--- src/rtl/id_pkg.sv ---
// Shared constants and types for the decode/operand stage: widths, the opcodes
// whose second source is the rd field, and the resolved-operand record.
package id_pkg;

    localparam int XLEN   = 32;
    localparam int REG_AW = 5;

    localparam logic [5:0] OP_GRP_0A = 6'h0A;
    localparam logic [5:0] OP_ST_LO  = 6'h16;
    localparam logic [5:0] OP_ST_HI  = 6'h1B;

    localparam logic [3:0] SUB_ST_B = 4'd4;
    localparam logic [3:0] SUB_ST_H = 4'd5;
    localparam logic [3:0] SUB_ST_W = 4'd6;

    typedef struct packed {
        logic [XLEN-1:0] pc;
        logic [XLEN-1:0] inst;
    } iq_entry_t;

    typedef struct packed {
        logic [XLEN-1:0] value;
        logic            blocked;
    } operand_t;

    // Stores and store-like 0x0A sub-ops read their data register from rd, not rk.
    function automatic logic src2_is_rd(input logic [XLEN-1:0] inst);
        logic [5:0] op;
        logic [3:0] sub;
        logic       res;
        op  = inst[31:26];
        sub = inst[25:22];
        res = 1'b0;
        if ((op >= OP_ST_LO) && (op <= OP_ST_HI)) begin
            res = 1'b1;
        end else if (op == OP_GRP_0A) begin
            case (sub)
                SUB_ST_B, SUB_ST_H, SUB_ST_W: res = 1'b1;
                default:                      res = 1'b0;
            endcase
        end else begin
            res = 1'b0;
        end
        return res;
    endfunction

endpackage

--- src/rtl/iq_fifo.sv ---
// Circular instruction queue with occupancy count; clear wins over push and pop.
module iq_fifo
    import id_pkg::*;
#(
    parameter int DEPTH = 4,
    parameter int WIDTH = 64
) (
    input  logic                     clk,
    input  logic                     rstn,
    input  logic                     clear,
    input  logic                     push,
    input  logic                     pop,
    input  logic [WIDTH-1:0]         wdata,
    output logic [$clog2(DEPTH):0]   count,
    output logic [WIDTH-1:0]         rdata
);

    localparam int AW = $clog2(DEPTH);
    localparam int CW = AW + 1;
    localparam logic [AW-1:0] PTR_ONE  = AW'(1);
    localparam logic [CW-1:0] CNT_ONE  = CW'(1);
    localparam logic [CW-1:0] CNT_FULL = CW'(DEPTH);

    logic [WIDTH-1:0] mem [DEPTH];
    logic [AW-1:0]    wr_ptr_q, wr_ptr_d;
    logic [AW-1:0]    rd_ptr_q, rd_ptr_d;
    logic [CW-1:0]    count_q,  count_d;
    logic             push_ok_s, pop_ok_s;

    assign push_ok_s = push && (count_q != CNT_FULL);
    assign pop_ok_s  = pop  && (count_q != '0);

    // Pointer and occupancy next-state; power-of-two depth makes wrap free.
    always_comb begin
        wr_ptr_d = wr_ptr_q;
        rd_ptr_d = rd_ptr_q;
        count_d  = count_q;
        if (clear) begin
            wr_ptr_d = '0;
            rd_ptr_d = '0;
            count_d  = '0;
        end else begin
            if (push_ok_s) begin
                wr_ptr_d = wr_ptr_q + PTR_ONE;
            end else begin
                wr_ptr_d = wr_ptr_q;
            end
            if (pop_ok_s) begin
                rd_ptr_d = rd_ptr_q + PTR_ONE;
            end else begin
                rd_ptr_d = rd_ptr_q;
            end
            case ({push_ok_s, pop_ok_s})
                2'b10:   count_d = count_q + CNT_ONE;
                2'b01:   count_d = count_q - CNT_ONE;
                default: count_d = count_q;
            endcase
        end
    end

    // Pointer and count state.
    always_ff @(posedge clk or negedge rstn) begin
        if (!rstn) begin
            wr_ptr_q <= '0;
            rd_ptr_q <= '0;
            count_q  <= '0;
        end else begin
            wr_ptr_q <= wr_ptr_d;
            rd_ptr_q <= rd_ptr_d;
            count_q  <= count_d;
        end
    end

    // Storage array; contents are don't-care once the count says empty.
    always_ff @(posedge clk) begin
        if (push_ok_s && !clear) begin
            mem[wr_ptr_q] <= wdata;
        end
    end

    assign count = count_q;
    assign rdata = mem[rd_ptr_q];

endmodule

--- src/rtl/id_operand_stage.sv ---
// Decode operand stage: queues fetched instructions, reads/forwards both source
// operands for the head, stalls on not-ready producers and stages the result.
module id_operand_stage
    import id_pkg::*;
#(
    parameter int IQ_DEPTH = 4,
    parameter int NUM_FWD  = 3
) (
    input  logic                       clk,
    input  logic                       rstn,
    input  logic                       fd_valid,
    input  logic [XLEN-1:0]            fd_pc,
    input  logic [XLEN-1:0]            fd_inst,
    output logic                       d_allowin,
    input  logic                       flush,
    output logic [REG_AW-1:0]          rf_raddr1,
    output logic [REG_AW-1:0]          rf_raddr2,
    input  logic [XLEN-1:0]            rf_rdata1,
    input  logic [XLEN-1:0]            rf_rdata2,
    input  logic [NUM_FWD-1:0]         fwd_valid,
    input  logic [NUM_FWD-1:0]         fwd_ready,
    input  logic [REG_AW*NUM_FWD-1:0]  fwd_dest,
    input  logic [XLEN*NUM_FWD-1:0]    fwd_data,
    input  logic                       e_allowin,
    output logic                       de_valid,
    output logic [XLEN-1:0]            de_pc,
    output logic [XLEN-1:0]            de_inst,
    output logic [XLEN-1:0]            de_rj_value,
    output logic [XLEN-1:0]            de_rkd_value,
    output logic [XLEN-1:0]            stall_cnt
);

    localparam int CW = $clog2(IQ_DEPTH) + 1;
    localparam logic [CW-1:0]   CNT_FULL = CW'(IQ_DEPTH);
    localparam logic [XLEN-1:0] CNT_MAX  = {XLEN{1'b1}};
    localparam logic [XLEN-1:0] CNT_INC  = XLEN'(1);

    logic [CW-1:0]   iq_count_s;
    iq_entry_t       head_s;
    iq_entry_t       push_entry_s;
    logic            head_valid_s;
    logic            push_s, pop_s, issue_s, hazard_s;
    operand_t        src1_s, src2_s;

    logic            de_valid_q, de_valid_d;
    logic [XLEN-1:0] de_pc_q, de_inst_q, de_rj_q, de_rkd_q;
    logic [XLEN-1:0] stall_cnt_q, stall_cnt_d;

    // Lowest-index matching channel wins even when it is not ready; r0 is hardwired zero.
    function automatic operand_t resolve_src(
        input logic [REG_AW-1:0]         addr,
        input logic [XLEN-1:0]           rf_val,
        input logic [NUM_FWD-1:0]        valid,
        input logic [NUM_FWD-1:0]        ready,
        input logic [REG_AW*NUM_FWD-1:0] dest,
        input logic [XLEN*NUM_FWD-1:0]   data
    );
        operand_t res;
        logic     hit;
        res.value   = rf_val;
        res.blocked = 1'b0;
        hit         = 1'b0;
        for (int i = 0; i < NUM_FWD; i++) begin
            if (!hit && valid[i] && (dest[i*REG_AW +: REG_AW] == addr)) begin
                hit         = 1'b1;
                res.value   = data[i*XLEN +: XLEN];
                res.blocked = !ready[i];
            end else begin
                hit = hit;
            end
        end
        if (addr == '0) begin
            res.value   = '0;
            res.blocked = 1'b0;
        end else begin
            res = res;
        end
        return res;
    endfunction

    assign push_entry_s.pc   = fd_pc;
    assign push_entry_s.inst = fd_inst;

    iq_fifo #(
        .DEPTH (IQ_DEPTH),
        .WIDTH ($bits(iq_entry_t))
    ) u_fifo (
        .clk   (clk),
        .rstn  (rstn),
        .clear (flush),
        .push  (push_s),
        .pop   (pop_s),
        .wdata (push_entry_s),
        .count (iq_count_s),
        .rdata (head_s)
    );

    assign d_allowin    = (iq_count_s != CNT_FULL);
    assign head_valid_s = (iq_count_s != '0);
    assign rf_raddr1    = head_s.inst[9:5];
    assign rf_raddr2    = src2_is_rd(head_s.inst) ? head_s.inst[4:0] : head_s.inst[14:10];

    assign src1_s = resolve_src(rf_raddr1, rf_rdata1, fwd_valid, fwd_ready, fwd_dest, fwd_data);
    assign src2_s = resolve_src(rf_raddr2, rf_rdata2, fwd_valid, fwd_ready, fwd_dest, fwd_data);

    assign hazard_s = head_valid_s && (src1_s.blocked || src2_s.blocked);
    assign issue_s  = head_valid_s && !hazard_s && (!de_valid_q || e_allowin);
    assign push_s   = fd_valid && d_allowin && !flush;
    assign pop_s    = issue_s && !flush;

    // Staging-register valid and stall counter next-state; flush kills everything in flight.
    always_comb begin
        de_valid_d  = de_valid_q;
        stall_cnt_d = stall_cnt_q;
        if (flush) begin
            de_valid_d = 1'b0;
        end else if (issue_s) begin
            de_valid_d = 1'b1;
        end else if (de_valid_q && e_allowin) begin
            de_valid_d = 1'b0;
        end else begin
            de_valid_d = de_valid_q;
        end
        if (hazard_s && !flush && (stall_cnt_q != CNT_MAX)) begin
            stall_cnt_d = stall_cnt_q + CNT_INC;
        end else begin
            stall_cnt_d = stall_cnt_q;
        end
    end

    // Output staging register and stall counter.
    always_ff @(posedge clk or negedge rstn) begin
        if (!rstn) begin
            de_valid_q  <= 1'b0;
            de_pc_q     <= '0;
            de_inst_q   <= '0;
            de_rj_q     <= '0;
            de_rkd_q    <= '0;
            stall_cnt_q <= '0;
        end else begin
            de_valid_q  <= de_valid_d;
            stall_cnt_q <= stall_cnt_d;
            if (pop_s) begin
                de_pc_q   <= head_s.pc;
                de_inst_q <= head_s.inst;
                de_rj_q   <= src1_s.value;
                de_rkd_q  <= src2_s.value;
            end
        end
    end

    assign de_valid     = de_valid_q;
    assign de_pc        = de_pc_q;
    assign de_inst      = de_inst_q;
    assign de_rj_value  = de_rj_q;
    assign de_rkd_value = de_rkd_q;
    assign stall_cnt    = stall_cnt_q;

endmodule
--- config.mk ---
export PLATFORM = sky130hd
export DESIGN_NAME = id_operand_stage
export DESIGN_NICKNAME = d
export VERILOG_FILES = /design/src/rtl/id_pkg.sv /design/src/rtl/iq_fifo.sv /design/src/rtl/id_operand_stage.sv
export SDC_FILE = /design/constraint.sdc
export NUM_CORES = 1
export LEC_CHECK = 0
export CAP_MARGIN = 20
export CORE_MARGIN = 3
export CORE_UTILIZATION = 35
export CTS_CLUSTER_SIZE = 10
export DETAILED_ROUTE_END_ITERATION = 8
export SLEW_MARGIN = 10
export SYNTH_ARGS = -nofsm -noshare
export SYNTH_HDL_FRONTEND = slang
export SYNTH_HIERARCHICAL = 1
export SYNTH_SLANG_ARGS = --single-unit
--- constraint.sdc ---
create_clock -name clk -period 13.66 [get_ports clk]
set_input_delay 3.415 -clock clk [delete_from_list [all_inputs] [get_ports clk]]
set_output_delay 3.415 -clock clk [all_outputs]
set_load 0.02 [all_outputs]
==> summary.txt, run 1 <==
status: finished clean
hold buffer count at cts: 0
share of layout cells above drive strength 1: 12.95%
drt wl/cell: 25.77 um
Die Ht: 234.6 um
peak supply drop: 0.0001287 V
Seq cells post-synth: 424
clk_lat worst skew: 0.58 ns
via count: 12630
Synth cell types: 69
Synth Cell Area: 18280 um2
CP endpoint kind: output pin
vias per cell: 5.520
LEAKAGE: 8.879 nW
grt ovf: 0
critical path type: flop to output pin
DP Worst Slack: 5.414 ns
CTS max path bufs: 3
RePlAce Congestion: 0.8756
Max Cap Violations: 0
post-synth net total: 1397
min cycle time layout: 7.965 ns
CTS tree: done
met1 usage: 25.82%
initial antenna violation count: 19
Final Cell Area: 24710 um2
DRC viols: 0
met2 usage: 33.76%
Synth-to-Final Area Change: 35.16%
first-pass GRT wire length: 84670 um
nets@finish: 1816
Starting Density: 35.50%
Final Hold Fails: 0
top-level I/O count: 422
Setup violations, final: 0
Post-synth EDFFs: 256
placed instance area: 23150 um2
max_slew headroom: 27.92%
busiest layer in global routing: met2
I/O Buffers: 421
PwrDens: 140.1 nW/um2
via count of the first global-routing pass: 12620
Routed Antenna Nets: 0
Site Rows: 83
Synth Warn #: 6
crit path launch type: flop
Post-synth top flop: edfxtp_1
Die W: 234.6 um
post-synthesis simple-gate area fraction: 5.173%
worst hold-check path type: flop to flop
CTS Buf Count: 51
mux contribution to synthesized area: 12.13%
clock skew: 0.02012 ns
Final HPWL DP: 39820 um
largest family of logic cells by synthesized area: multiplexers
post-CTS setup buffers: 0
die footprint: 55020 um2
Clock Sinks: 424
Synth Area in XOR/XNOR: 2.778%
share of the clock period used by the worst path: 58.31%
met3 Usage GRT: 7.515%
CP Max Fanout: 24
worst slew pin tran: 1.081 ns
async set-reset flop share out of synthesis: 39.62%
Slew Limit Fails: 0
largest net degree at the start of global routing: 68
Setup TNS: 0 ns
PostCTS Resize Cnt: 0
highest clock rate: 0.1255 GHz
DR iter-0 viols: 963
htree depth: 2
cell count after synthesis: 1141
clock slew at reported path FFs: 0.05 ns
Hold WS: 0.4864 ns
core area: 51510 um2
final WL: 58930 um
sequential share of the synthesized area: 65.04%
Critical Path AT: 4.55 ns
Compound-Gate Fraction of Synth Area: 11.47%
syn avg cell area: 16.02 um2
Setup WS post-layout: 5.695 ns
GR Util All Layers: 20.67%
DR pass1 iterations: 6
Root Buffer: clkbuf_16
Finished Layout Cells: 2287
Post-Synth Adder-Cell Area: 0.4517%
Worst Path Required: 10.24 ns
RSZ-0062 raised after global routing: no
placed cells: 2187
layout by cell type (no fill, tap or decap), drive strengths merged, types with 42 or more instances in the layout:
master / n
a221oi: 65
dfrtp: 168
clkbuf: 86
nor2: 44
o2bb2ai: 65
mux4: 64
mux2: 67
edfxtp: 256
clkdlybuf4s50: 420
xnor2: 42
cells in the mapped netlist, types with 8 or more instances:
cell type / number / area, um2
a21oi_1: 13 / 65.06
a221oi_1: 65 / 569.3
a22o_1: 32 / 280.3
a22oi_1: 34 / 255.2
and2_1: 8 / 50.05
and3_1: 16 / 100.1
buf_2: 23 / 115.1
buf_6: 16 / 180.2
clkbuf_1: 34 / 127.6
dfrtp_1: 168 / 4204
edfxtp_1: 256 / 7687
inv_1: 20 / 75.07
mux2_1: 40 / 450.4
mux2_2: 27 / 304.0
mux4_2: 64 / 1441
nand2_1: 17 / 63.81
nand3_1: 14 / 70.07
nand4_1: 22 / 137.6
nor2_1: 44 / 165.2
o2bb2ai_1: 65 / 569.3
xnor2_1: 42 / 367.9
xor2_1: 16 / 140.1
final cells by class:
cell class              count  area, um2
fillers                  4567      26800
flip-flops and latches    424      11900
multi-input cells         617       5927
repair buffers            444       4390
clock buffers              85       1454
well taps                 680      850.8
clock inverters             6      85.08
inverters                  22      83.83
diodes                      9      22.52
worst max-delay path, cell delays in order, from the launching register on:
cell and delay, ns:
dfrtp_4 0.68, buf_4 0.52, mux4_2 0.62, nand3b_1 0.22, a211oi_2 0.56, nor2_1 0.21, a21oi_1 0.37, inv_1 0.13
clkdlybuf4s50_1 0.64
power by group:
part	switching, mW	leakage (nW)	total [mW]	internal, mW
logic	0.319	3.64	0.658	0.339
registers	0.0730	4.50	1.55	1.48
clock network	0.512	0.739	1.25	0.740
total	0.904	8.88	3.46	2.56
layer usage:
layer | up-vias | share of wire (%) | routed length [um]
met5 | - | 0.20 | 119
met4 | 18 | 2.2 | 1325
met3 | 95 | 10 | 6055
met2 | 562 | 48 | 28270
met1 | 6465 | 39 | 23160
li1 | 5485 | - | -
logic make-up after synthesis:
logic type,Yosys count
multiplexers,132
adder cells (fa/ha/maj),6
AO/OA/AOI/OAI,252
AND/OR/NAND/NOR,169
flip-flops,424
XOR/XNOR,58
buffers and inverters,100
flip-flops by register name, summed over array words and instances (netlist names):
signal and cells:
de_inst 32, de_pc 32, de_rj_value 32, de_rkd_value 32, de_valid 1, stall_cnt 32
u_fifo/count 3, u_fifo/mem 256, u_fifo/rd_ptr_q 2, u_fifo/wr_ptr_q 2
path summary, 6_finish.rpt:
| check | endpoint | cells after the start | from | slack [ns] |
|---|---|---|---|---|
| setup / recovery | rf_raddr2[4] | 8 | u_fifo/rd_ptr_q[0] | 5.69 |
| hold / removal | de_rj_value[28] | 1 | de_rj_value[28] | 0.49 |
| setup reg to reg | de_pc[30] | 14 | u_fifo/rd_ptr_q[0] | 7.03 |
| hold reg to reg | de_rj_value[28] | 1 | de_rj_value[28] | 0.49 |
| max in group asynchronous | u_fifo/rd_ptr_q[0] | 2 | rstn | 9.46 |
| min in group asynchronous | de_pc[10] | 1 | rstn | 2.80 |
per-stage QoR:
step / total power [mW] / util (%)
after floorplan: 1.836 / -
after global placement: 2.231 / 44.95
after detailed placement: 2.236 / 44.95
after CTS: 3.510 / 47.93
after global routing: 3.604 / 47.96
final: 3.463 / 47.98
Power figures use the tool's default switching activity.
==> inputs of run 2 (changes only) <==
Clock period 13.66 ns to 7.6 ns, I/O delays scaled along.
==> run 2 against run 1 <==
Clock power increased by 84%. Die area unchanged. Critical path depth decreased by 1. Clock skew increased by 0.0087 ns. Critical path type unchanged. Critical endpoint is now rf_raddr2[1]. Largest cell class unchanged.
==> summary.txt, run 2 (synthesized netlist as in run 1, its figures left out) <==
status: finished clean
Final Total Pwr: 6.268 mW
max_slew headroom: 38.12%
vias per cell: 5.447
Worst Path Required: 5.70 ns
most flop-heavy register: u_fifo/mem
Final HPWL DP: 39600 um
clk_lat worst skew: 0.60 ns
hold buffer count at cts: 0
DRC viols: 0
PostCTS Resize Cnt: 0
via count: 12510
PwrDens: 252.9 nW/um2
CTS Buf Count: 51
LEAKAGE: 8.914 nW
Hold Path Depth: 1
htree depth: 2
first-pass GRT wire length: 84080 um
CP Cell Sequence: mux4_2 > nand3b_1 > a211o_2 > nand2_4 > mux2i_4 > clkinv_2 > clkdlybuf4s50_1
critical path type: flop to output pin
grt ovf: 0
crit path launch type: flop
clock skew: 0.02882 ns
R2R depth: 16
CTS max path bufs: 3
die footprint: 55020 um2
share of the clock period used by the worst path: 78.24%
CTS tree: done
Slew Limit Fails: 0
Routed Antenna Nets: 0
Slowest cell on crit path: dfrtp_4
Critical Path AT: 4.05 ns
most common cell after layout, fill and taps aside: clkdlybuf4s50_1
final WL: 58760 um
Critical Path Max Stage Delay: 0.87 ns
highest clock rate: 0.1682 GHz
share of layout cells above drive strength 1: 13.05%
Die W: 234.6 um
RePlAce Congestion: 0.8535
Clock Sinks: 424
clock slew at reported path FFs: 0.06 ns
DR pass1 iterations: 5
Setup TNS: 0 ns
Synth-to-Final Area Change: 35.54%
Die Ht: 234.6 um
Max Cap Violations: 0
placed cells: 2187
CP endpoint kind: output pin
peak supply drop: 0.0002204 V
drt wl/cell: 25.59 um
CP Max Fanout: 31
Starting Density: 35.50%
DR iter-0 viols: 921
placed instance area: 23160 um2
largest net degree at the start of global routing: 129
top-level I/O count: 422
via count of the first global-routing pass: 12730
GR Util All Layers: 20.67%
core area: 51510 um2
Setup violations, final: 0
worst hold-check path type: flop to flop
nets@finish: 1816
RSZ-0062 raised after global routing: no
min cycle time layout: 5.946 ns
worst slew pin tran: 0.9283 ns
Final Hold Fails: 0
max reg flops: 256
Final Cell Area: 24780 um2
Finished Layout Cells: 2296
Root Buffer: clkbuf_16
initial antenna violation count: 26
Site Rows: 83
most frequent cells in the layout: clkdlybuf4s50_1 (420), edfxtp_1 (256), dfrtp_1 (166)
I/O Buffers: 421
post-CTS setup buffers: 0
## run 2: path summary, 6_finish.rpt
path	slack, ns	to	from
setup / recovery	1.65	rf_raddr2[1]	u_fifo/rd_ptr_q[0]
hold / removal	0.48	stall_cnt[20]	stall_cnt[20]
setup reg to reg	2.30	u_fifo/count[1]	u_fifo/rd_ptr_q[0]
hold reg to reg	0.48	stall_cnt[20]	stall_cnt[20]
max in group asynchronous	5.04	de_inst[7]	rstn
min in group asynchronous	1.30	de_pc[13]	rstn
## run 2: cell type report
cell class / instances / area [um2]
flip-flops and latches: 424 / 11900
well taps: 680 / 850.8
multi-input cells: 617 / 5923
inverters: 22 / 83.83
clock buffers: 86 / 1479
repair buffers: 444 / 4403
fillers: 4524 / 26730
diodes: 15 / 37.54
clock inverters: 8 / 105.1
## run 2: through the flow
step	hold slack, ns	utilization, %	worst slack (ns)
2_1_floorplan	0.5603	-	2.470
3_3_place_gp	0.4709	44.96	2.126
3_5_place_dp	0.4732	44.96	2.014
4_1_cts	0.4904	48.04	1.565
5_1_grt	0.4969	48.09	1.328
6_report	0.4833	48.11	1.654
## run 2: layer usage
| metal | routed length [um] | track usage (%) | part of all wire (%) | vias to the layer above |
|---|---|---|---|---|
| li1 | - | - | - | 5499 |
| met1 | 23120 | 25.59 | 39 | 6397 |
| met2 | 28540 | 34.26 | 49 | 488 |
| met3 | 5495 | 6.655 | 9.4 | 101 |
| met4 | 1454 | 7.072 | 2.5 | 22 |
| met5 | 144 | 0 | 0.25 | - |
## run 2: report_power, final
group / internal (mW) / switching [mW] / total, mW
Sequential: 2.66 / 0.125 / 2.79
Clock: 1.36 / 0.943 / 2.30
Combinational: 0.610 / 0.572 / 1.18
Total: 4.63 / 1.64 / 6.27
## run 2: worst max-delay path: cells and delay by family (launching register included)
family / cells / cell delay (ns)
mux: 2 / 0.95
buf+inv: 2 / 0.82
flops: 1 / 0.87
compound gates: 1 / 0.42
simple gates: 2 / 0.38
